**config.mk**
```make
export PLATFORM = sky130hd
export DESIGN_NAME = arb_4_32_rr
export DESIGN_NICKNAME = d
export VERILOG_FILES = /design/src/rtl/arb_4_32_pkg.sv /design/src/rtl/arb_rr_pick_4.sv /design/src/rtl/arb_4_32_rr.sv
export SDC_FILE = /design/constraint.sdc
export NUM_CORES = 1
export LEC_CHECK = 0
export ABC_AREA = 1
export CAP_MARGIN = 20
export CORE_AREA = 4 4 62 64
export DETAILED_ROUTE_END_ITERATION = 8
export DIE_AREA = 0 0 66 68
export GPL_TIMING_DRIVEN = 0
export HOLD_SLACK_MARGIN = 0.02
export PLACE_DENSITY = 0.62
export SYNTH_ARGS = -nofsm -noshare
export SYNTH_HDL_FRONTEND = slang
export SYNTH_SLANG_ARGS = --single-unit
export TNS_END_PERCENT = 10
```
**constraint.sdc**
```tcl
create_clock -name i_clk -period 2 [get_ports i_clk]
set_input_delay 0.3 -clock i_clk [delete_from_list [all_inputs] [get_ports i_clk]]
set_output_delay 0.3 -clock i_clk [all_outputs]
set_load 0.01 [all_outputs]
```
**src/rtl/arb_4_32_pkg.sv**
```systemverilog
// Shared sizing, state encoding and index helper for the 4-source round-robin arbiter.
package arb_4_32_pkg;

    localparam int NUM_REQ = 4;
    localparam int SEL_W   = 2;

    typedef enum logic {ST_IDLE, ST_GRANT} arb_state_t;

    // Grants are always one-hot, so OR-ing the indices of set bits is exact.
    function automatic logic [SEL_W-1:0] onehot_to_idx(input logic [NUM_REQ-1:0] oh);
        logic [SEL_W-1:0] idx;
        idx = '0;
        for (int i = 0; i < NUM_REQ; i++) begin
            if (oh[i]) idx = idx | SEL_W'(i);
        end
        return idx;
    endfunction

endpackage

```
**src/rtl/arb_rr_pick_4.sv**
```systemverilog
// Combinational rotating priority pick: first set candidate at ptr, ptr+1, ... wrapping.
module arb_rr_pick_4
    import arb_4_32_pkg::*;
(
    input  logic [NUM_REQ-1:0] i_cand,
    input  logic [SEL_W-1:0]   i_ptr,
    output logic               o_hit,
    output logic [SEL_W-1:0]   o_idx,
    output logic [NUM_REQ-1:0] o_onehot
);

    logic [NUM_REQ-1:0] w_rot;
    logic [SEL_W-1:0]   w_off;

    // w_rot[k] is the candidate k places after the pointer; the 2-bit add wraps 3->0.
    for (genvar k = 0; k < NUM_REQ; k++) begin : g_rot
        localparam logic [SEL_W-1:0] K = SEL_W'(k);
        assign w_rot[k] = i_cand[i_ptr + K];
    end

    always_comb begin
        w_off = '0;
        for (int k = NUM_REQ - 1; k >= 0; k--) begin
            if (w_rot[k]) w_off = SEL_W'(k);
        end
    end

    assign o_hit    = |w_rot;
    assign o_idx    = i_ptr + w_off;
    assign o_onehot = o_hit ? (NUM_REQ'(1) << o_idx) : '0;

endmodule

```
**src/rtl/arb_4_32_rr.sv**
```systemverilog
// Round-robin arbiter driving select/enable of the 4:1 x 32-bit bus mux, with grant watchdog.
// Define ARB_4_32_RR_LOCK_EN to add the i_lock port (winner may keep its grant across transfers).
module arb_4_32_rr
    import arb_4_32_pkg::*;
#(
    parameter int TIMEOUT = 16
) (
    input  logic               i_clk,
    input  logic               i_rst_n,
    input  logic [NUM_REQ-1:0] i_req,
    output logic [NUM_REQ-1:0] o_gnt,
    output logic [SEL_W-1:0]   o_select,
    output logic               o_enable,
    output logic               o_out_valid,
    input  logic               i_out_ready,
    output logic               o_timeout_err
`ifdef ARB_4_32_RR_LOCK_EN
    ,
    input  logic [NUM_REQ-1:0] i_lock
`endif
);

    localparam bit WD_ON = (TIMEOUT > 0);
    localparam int CNT_W = (TIMEOUT > 1) ? $clog2(TIMEOUT + 1) : 1;
    localparam logic [CNT_W-1:0] WD_LAST = WD_ON ? CNT_W'(TIMEOUT - 1) : '0;

    arb_state_t         r_state;
    logic [NUM_REQ-1:0] r_gnt;
    logic [SEL_W-1:0]   r_sel;
    logic [SEL_W-1:0]   r_ptr;
    logic [CNT_W-1:0]   r_wdog;
    logic               r_tmo;

    logic               w_grant;
    logic               w_xfer;
    logic               w_tmo;
    logic               w_hold;
    logic [SEL_W-1:0]   w_win;
    logic [SEL_W-1:0]   w_win_nx;
    logic [NUM_REQ-1:0] w_cand;
    logic [SEL_W-1:0]   w_pptr;
    logic               w_hit;
    logic [SEL_W-1:0]   w_idx;
    logic [NUM_REQ-1:0] w_onehot;

    assign w_grant  = (r_state == ST_GRANT);
    assign w_xfer   = w_grant & i_out_ready;
    assign w_win    = onehot_to_idx(r_gnt);
    assign w_win_nx = w_win + SEL_W'(1);
    assign w_tmo    = WD_ON && w_grant && !w_xfer && (r_wdog == WD_LAST);

`ifdef ARB_4_32_RR_LOCK_EN
    assign w_hold = w_xfer & i_lock[w_win] & i_req[w_win];
`else
    assign w_hold = 1'b0;
`endif

    // After a transfer the re-pick excludes the current winner and starts just past it,
    // so a back-to-back handover needs no idle cycle.
    assign w_cand = w_grant ? (i_req & ~r_gnt) : i_req;
    assign w_pptr = w_grant ? w_win_nx : r_ptr;

    arb_rr_pick_4 u_pick (
        .i_cand   (w_cand),
        .i_ptr    (w_pptr),
        .o_hit    (w_hit),
        .o_idx    (w_idx),
        .o_onehot (w_onehot)
    );

    always_ff @(posedge i_clk or negedge i_rst_n) begin
        if (!i_rst_n) begin
            r_state <= ST_IDLE;
            r_gnt   <= '0;
            r_sel   <= '0;
            r_ptr   <= '0;
            r_wdog  <= '0;
            r_tmo   <= 1'b0;
        end else begin
            r_tmo <= 1'b0;
            if (!w_grant) begin
                if (w_hit) begin
                    r_state <= ST_GRANT;
                    r_gnt   <= w_onehot;
                    r_sel   <= w_idx;
                    r_wdog  <= '0;
                end
            end else if (w_xfer) begin
                if (w_hold) begin
                    r_wdog <= '0;
                end else begin
                    r_ptr  <= w_win_nx;
                    r_wdog <= '0;
                    if (w_hit) begin
                        r_gnt <= w_onehot;
                        r_sel <= w_idx;
                    end else begin
                        r_state <= ST_IDLE;
                        r_gnt   <= '0;
                    end
                end
            end else if (w_tmo) begin
                r_state <= ST_IDLE;
                r_gnt   <= '0;
                r_ptr   <= w_win_nx;
                r_wdog  <= '0;
                r_tmo   <= 1'b1;
            end else if (WD_ON) begin
                r_wdog <= r_wdog + CNT_W'(1);
            end
        end
    end

    // select keeps its last value in IDLE; consumers qualify it with enable.
    assign o_gnt         = r_gnt;
    assign o_select      = r_sel;
    assign o_enable      = w_grant;
    assign o_out_valid   = w_grant;
    assign o_timeout_err = r_tmo;

endmodule
```
==> qor_table.md <==
| Step | Metric | Reported |
| --- | --- | --- |
| setup path | CP Data Required Time | 2.19 ns |
| synth | Post-synthesis net count | 164 |
| synth | Synth Warn # | 0 |
| timing | Worst-case headroom to the max-slew limit | 52.5% |
| timing | Fmax | 0.468 GHz |
| route | DR vias/cell | 4.75 |
| cts | H-tree Lvls | 1 |
| die | Die Width | 66 um |
| run status | Violations in the final reports | negative setup slack |
| layout | Proportion of layout cells with a drive suffix above 1 | 38.7% |
| timing | Hold violation total from the final report | 0 |
| layout | Final Net Count | 201 |
| cts | Later-pin clock latency in the skew report | 0.29 ns |
| die | Die Span Y | 68 um |
| synth | Portion of the post-synthesis area used by sequential elements | 33.8% |
| die | Placeable core region | 0.00328 sq mm |
| global routing | Wire length of the first global-routing pass | 4980 um |
| placed design | Count of placed standard cells including taps | 216 |
| synth | Synthesized netlist cell count | 155 |
| synth | Mapped Area | 0.00111 sq mm |
| setup path | Most numerous cell on the critical path | sky130_fd_sc_hd__nand3_2 |
| route | Number of remaining DRC errors | 0 |
| route | First-iteration detailed-routing DRC count | 53 |
| cts | Number of clock sinks seen by CTS | 15 |
| min path | Worst hold-check path type | in2async |
| placed design | GPL Wtd Cong | 0.884 |
| die | Die outline area | 0.00449 sq mm |
| die | Boundary pin count | 16 |
| route | Drt pass-1 iters | 4 |
| route | Number of nets with antenna violations after routing | 0 |
| setup path | Classification of the worst setup path | reg2reg |
| route | Wirelength per Cell | 12.0 um |
| setup path | Highest fanout seen on the critical path | 5 |
| timing | Setup repair after global routing missed its margin | true |
| global routing | Number of global-route vias before repair | 1163 |
| timing | Final critical-path share of the clock period | 107% |
| cts | TritonCTS clock tree | yes |
| layout | Filler-free cell count of the finished design | 237 |
| die | Effective utilization at floorplan | 33.8% |
| setup path | Arrival time worst endpoint | 2.33 ns |
| timing | Period minus WS final | 2.14 ns |
| cts | TritonCTS buffer count | 3 |
| setup path | Setup crit end kind | flop |
| timing | Slew Viols, Final | 0 |
| setup path | Ordered cell list for the critical path | inv_1 -> nand2_1 -> nand3_1 -> nand2_1 -> nand3_2 -> nand3_2 -> nand3_2 -> nand2_2 -> nand2_2 -> inv_2 -> ha_4 -> xnor2_2 -> nand3_1 -> nand2_2 -> inv_2 -> nand3_2 -> nand2_1 |
| layout | Antenna diode count | 0 |
| cts | CTS clock-pin slew for the worst setup and hold paths | 0.09 ns |
| flow run | Max capacitance violation total | 0 |
| setup path | Critical path launch point type | flop |
| synth | Mean Syn Cell Area | 7.16 sq um |
| timing | Worst-margin pin slew | 0.711 ns |
| cts | Clock Path Buffers | 2 |
| setup path | CP max-delay cell | sky130_fd_sc_hd__dfrtp_2 |
| cts | Hold-fix buffers at CTS | 0 |
| cts | Cell chosen for the clock root | sky130_fd_sc_hd__clkbuf_4 |
| global routing | Largest net degree at the start of global routing | 16 |
| placed design | Half-perimeter wire length of the detailed placement result | 2020 um |
| global routing | Number of antenna violations at the first check in global routing | 0 |
| die | Count of standard-cell rows | 21 |
| placed design | Buffers added on ports | 15 |
| synth | Count of distinct cell types in the synthesized netlist | 26 |
| route | Routed via count | 1125 |
| global routing | Total routing resource utilization after global routing | 13.9% |
| global routing | Total congestion overflow after global routing | 0 |
| synth | Count of state elements after synthesis | 15 |
| timing | Post-route setup slack | -0.139 ns |
| layout | P&R area growth vs syn | 47.2% |
| run status | Outcome | finished with violations |
| setup path | Crit path largest cell delay | 0.47 ns |
| timing | Post-Route Skew | 0.00188 ns |
| timing | Endpoints failing setup | 6 |
| route | Aggregate routed wire length | 2840 um |
-- worst max-delay path: cells and delay by family, from the launching register on --
kind / cells / cell delay (ns)
simple gates: 12 / 1.08
fa+ha+maj: 1 / 0.15
flops: 1 / 0.47
xor+xnor: 1 / 0.14
buf+inv: 3 / 0.17
-- layout by cell type (no fill, tap or decap), drive strengths merged --
master / synthesis / routed
clkbuf: 0 / 4
clkdlybuf4s50: 0 / 15
ha: 2 / 2
nand2: 71 / 71
xnor2: 1 / 1
or2: 1 / 1
nand3: 21 / 21
a21boi: 1 / 1
buf: 2 / 19
xor2: 1 / 1
nand4: 2 / 2
a21oi: 3 / 3
o21ai: 8 / 8
dfrtp: 15 / 15
inv: 17 / 17
nor2: 8 / 8
o41ai: 2 / 2
-- repair_timing --
| item | CTS | global route |
|---|---|---|
| gates resized for setup | 9 | 11 |
| pin swaps | 14 | 11 |
| buffers inserted | 11 | 6 |
| endpoints found under the setup margin | 5 | 10 |
-- final cells by class --
class	instances	area, sq um
flip-flops and latches	15	380
inverters	17	66.3
repair buffers	32	290
fillers	319	1650
clock buffers	4	26.3
multi-input cells	121	791
well taps	46	57.6
plain buffers	2	22.5
-- metal layers --
layer | vias to the layer above | wire (um) | GRT usage (%)
met1 | 526 | 1280 | 17.7
met5 | - | 0 | 0
li1 | 572 | - | -
met3 | 7 | 85 | 1.31
met2 | 20 | 1410 | 24.8
met4 | 0 | 68 | 4.82
-- metrics by stage --
stage               setup slack, ns  utilization (%)  setup TNS, ns  hold slack, ns  area [sq um]
CTS                          -0.138             46.9         -0.587           0.447          1540
global placement             -0.268             42.6          -1.20           0.480          1400
global route                 -0.285             49.8          -1.59           0.471          1630
finish                       -0.139             49.8         -0.603           0.430          1630
detailed placement           -0.268             42.6          -1.20           0.485          1400
floorplan                   -0.0470                -         -0.128         0.00441          1190
-- state kept, by name, indices dropped and copies added (netlist names) --
register	count
o_timeout_err	1
o_gnt	4
r_ptr	2
o_enable	1
r_wdog	5
o_select	2
-- path summary, 6_finish.rpt --
| kind | from | end | slack (ns) | depth (start not counted) |
|---|---|---|---|---|
| worst max-delay path | o_gnt[1]$_DFFE_PN0P_ | o_gnt[1]$_DFFE_PN0P_ | -0.14 | 17 |
| min in group i_clk | r_wdog[4]$_DFFE_PN0P_ | r_wdog[4]$_DFFE_PN0P_ | 0.50 | 2 |
| max in group asynchronous | i_rst_n | o_enable$_DFF_PN0_ | 1.08 | 1 |
| worst min register to register | r_wdog[4]$_DFFE_PN0P_ | r_wdog[4]$_DFFE_PN0P_ | 0.50 | 2 |
| worst max register to register | o_gnt[1]$_DFFE_PN0P_ | o_gnt[1]$_DFFE_PN0P_ | -0.14 | 17 |
| worst min-delay path | i_rst_n | r_wdog[0]$_DFFE_PN0P_ | 0.43 | 1 |
-- synthesized netlist by cell type (all sizes together) --
master / number / share of area (%)
o41ai: 2 / 1.6
nor2: 8 / 4.8
nand3: 21 / 11
o21ai: 8 / 4.3
or2: 1 / 0.56
nand2: 71 / 28
buf: 2 / 1.7
a21oi: 3 / 2.4
nand4: 2 / 1.7
a21boi: 1 / 0.68
ha: 2 / 2.3
inv: 17 / 5.7
dfrtp: 15 / 34
xor2: 1 / 0.79
xnor2: 1 / 0.79
-- cell families after synthesis --
kind of cell,count (synthesis),share of synthesized area [%]
fa+ha+maj,2,2.25
buf+inv,19,7.44
xor+xnor,2,1.58
flops,15,33.8
simple gates,103,46.0
compound gates,14,8.91
Power is left out: the tool's default activity adds up to more than one toggle a clock period on the data nets, which glitch-free logic cannot reach.
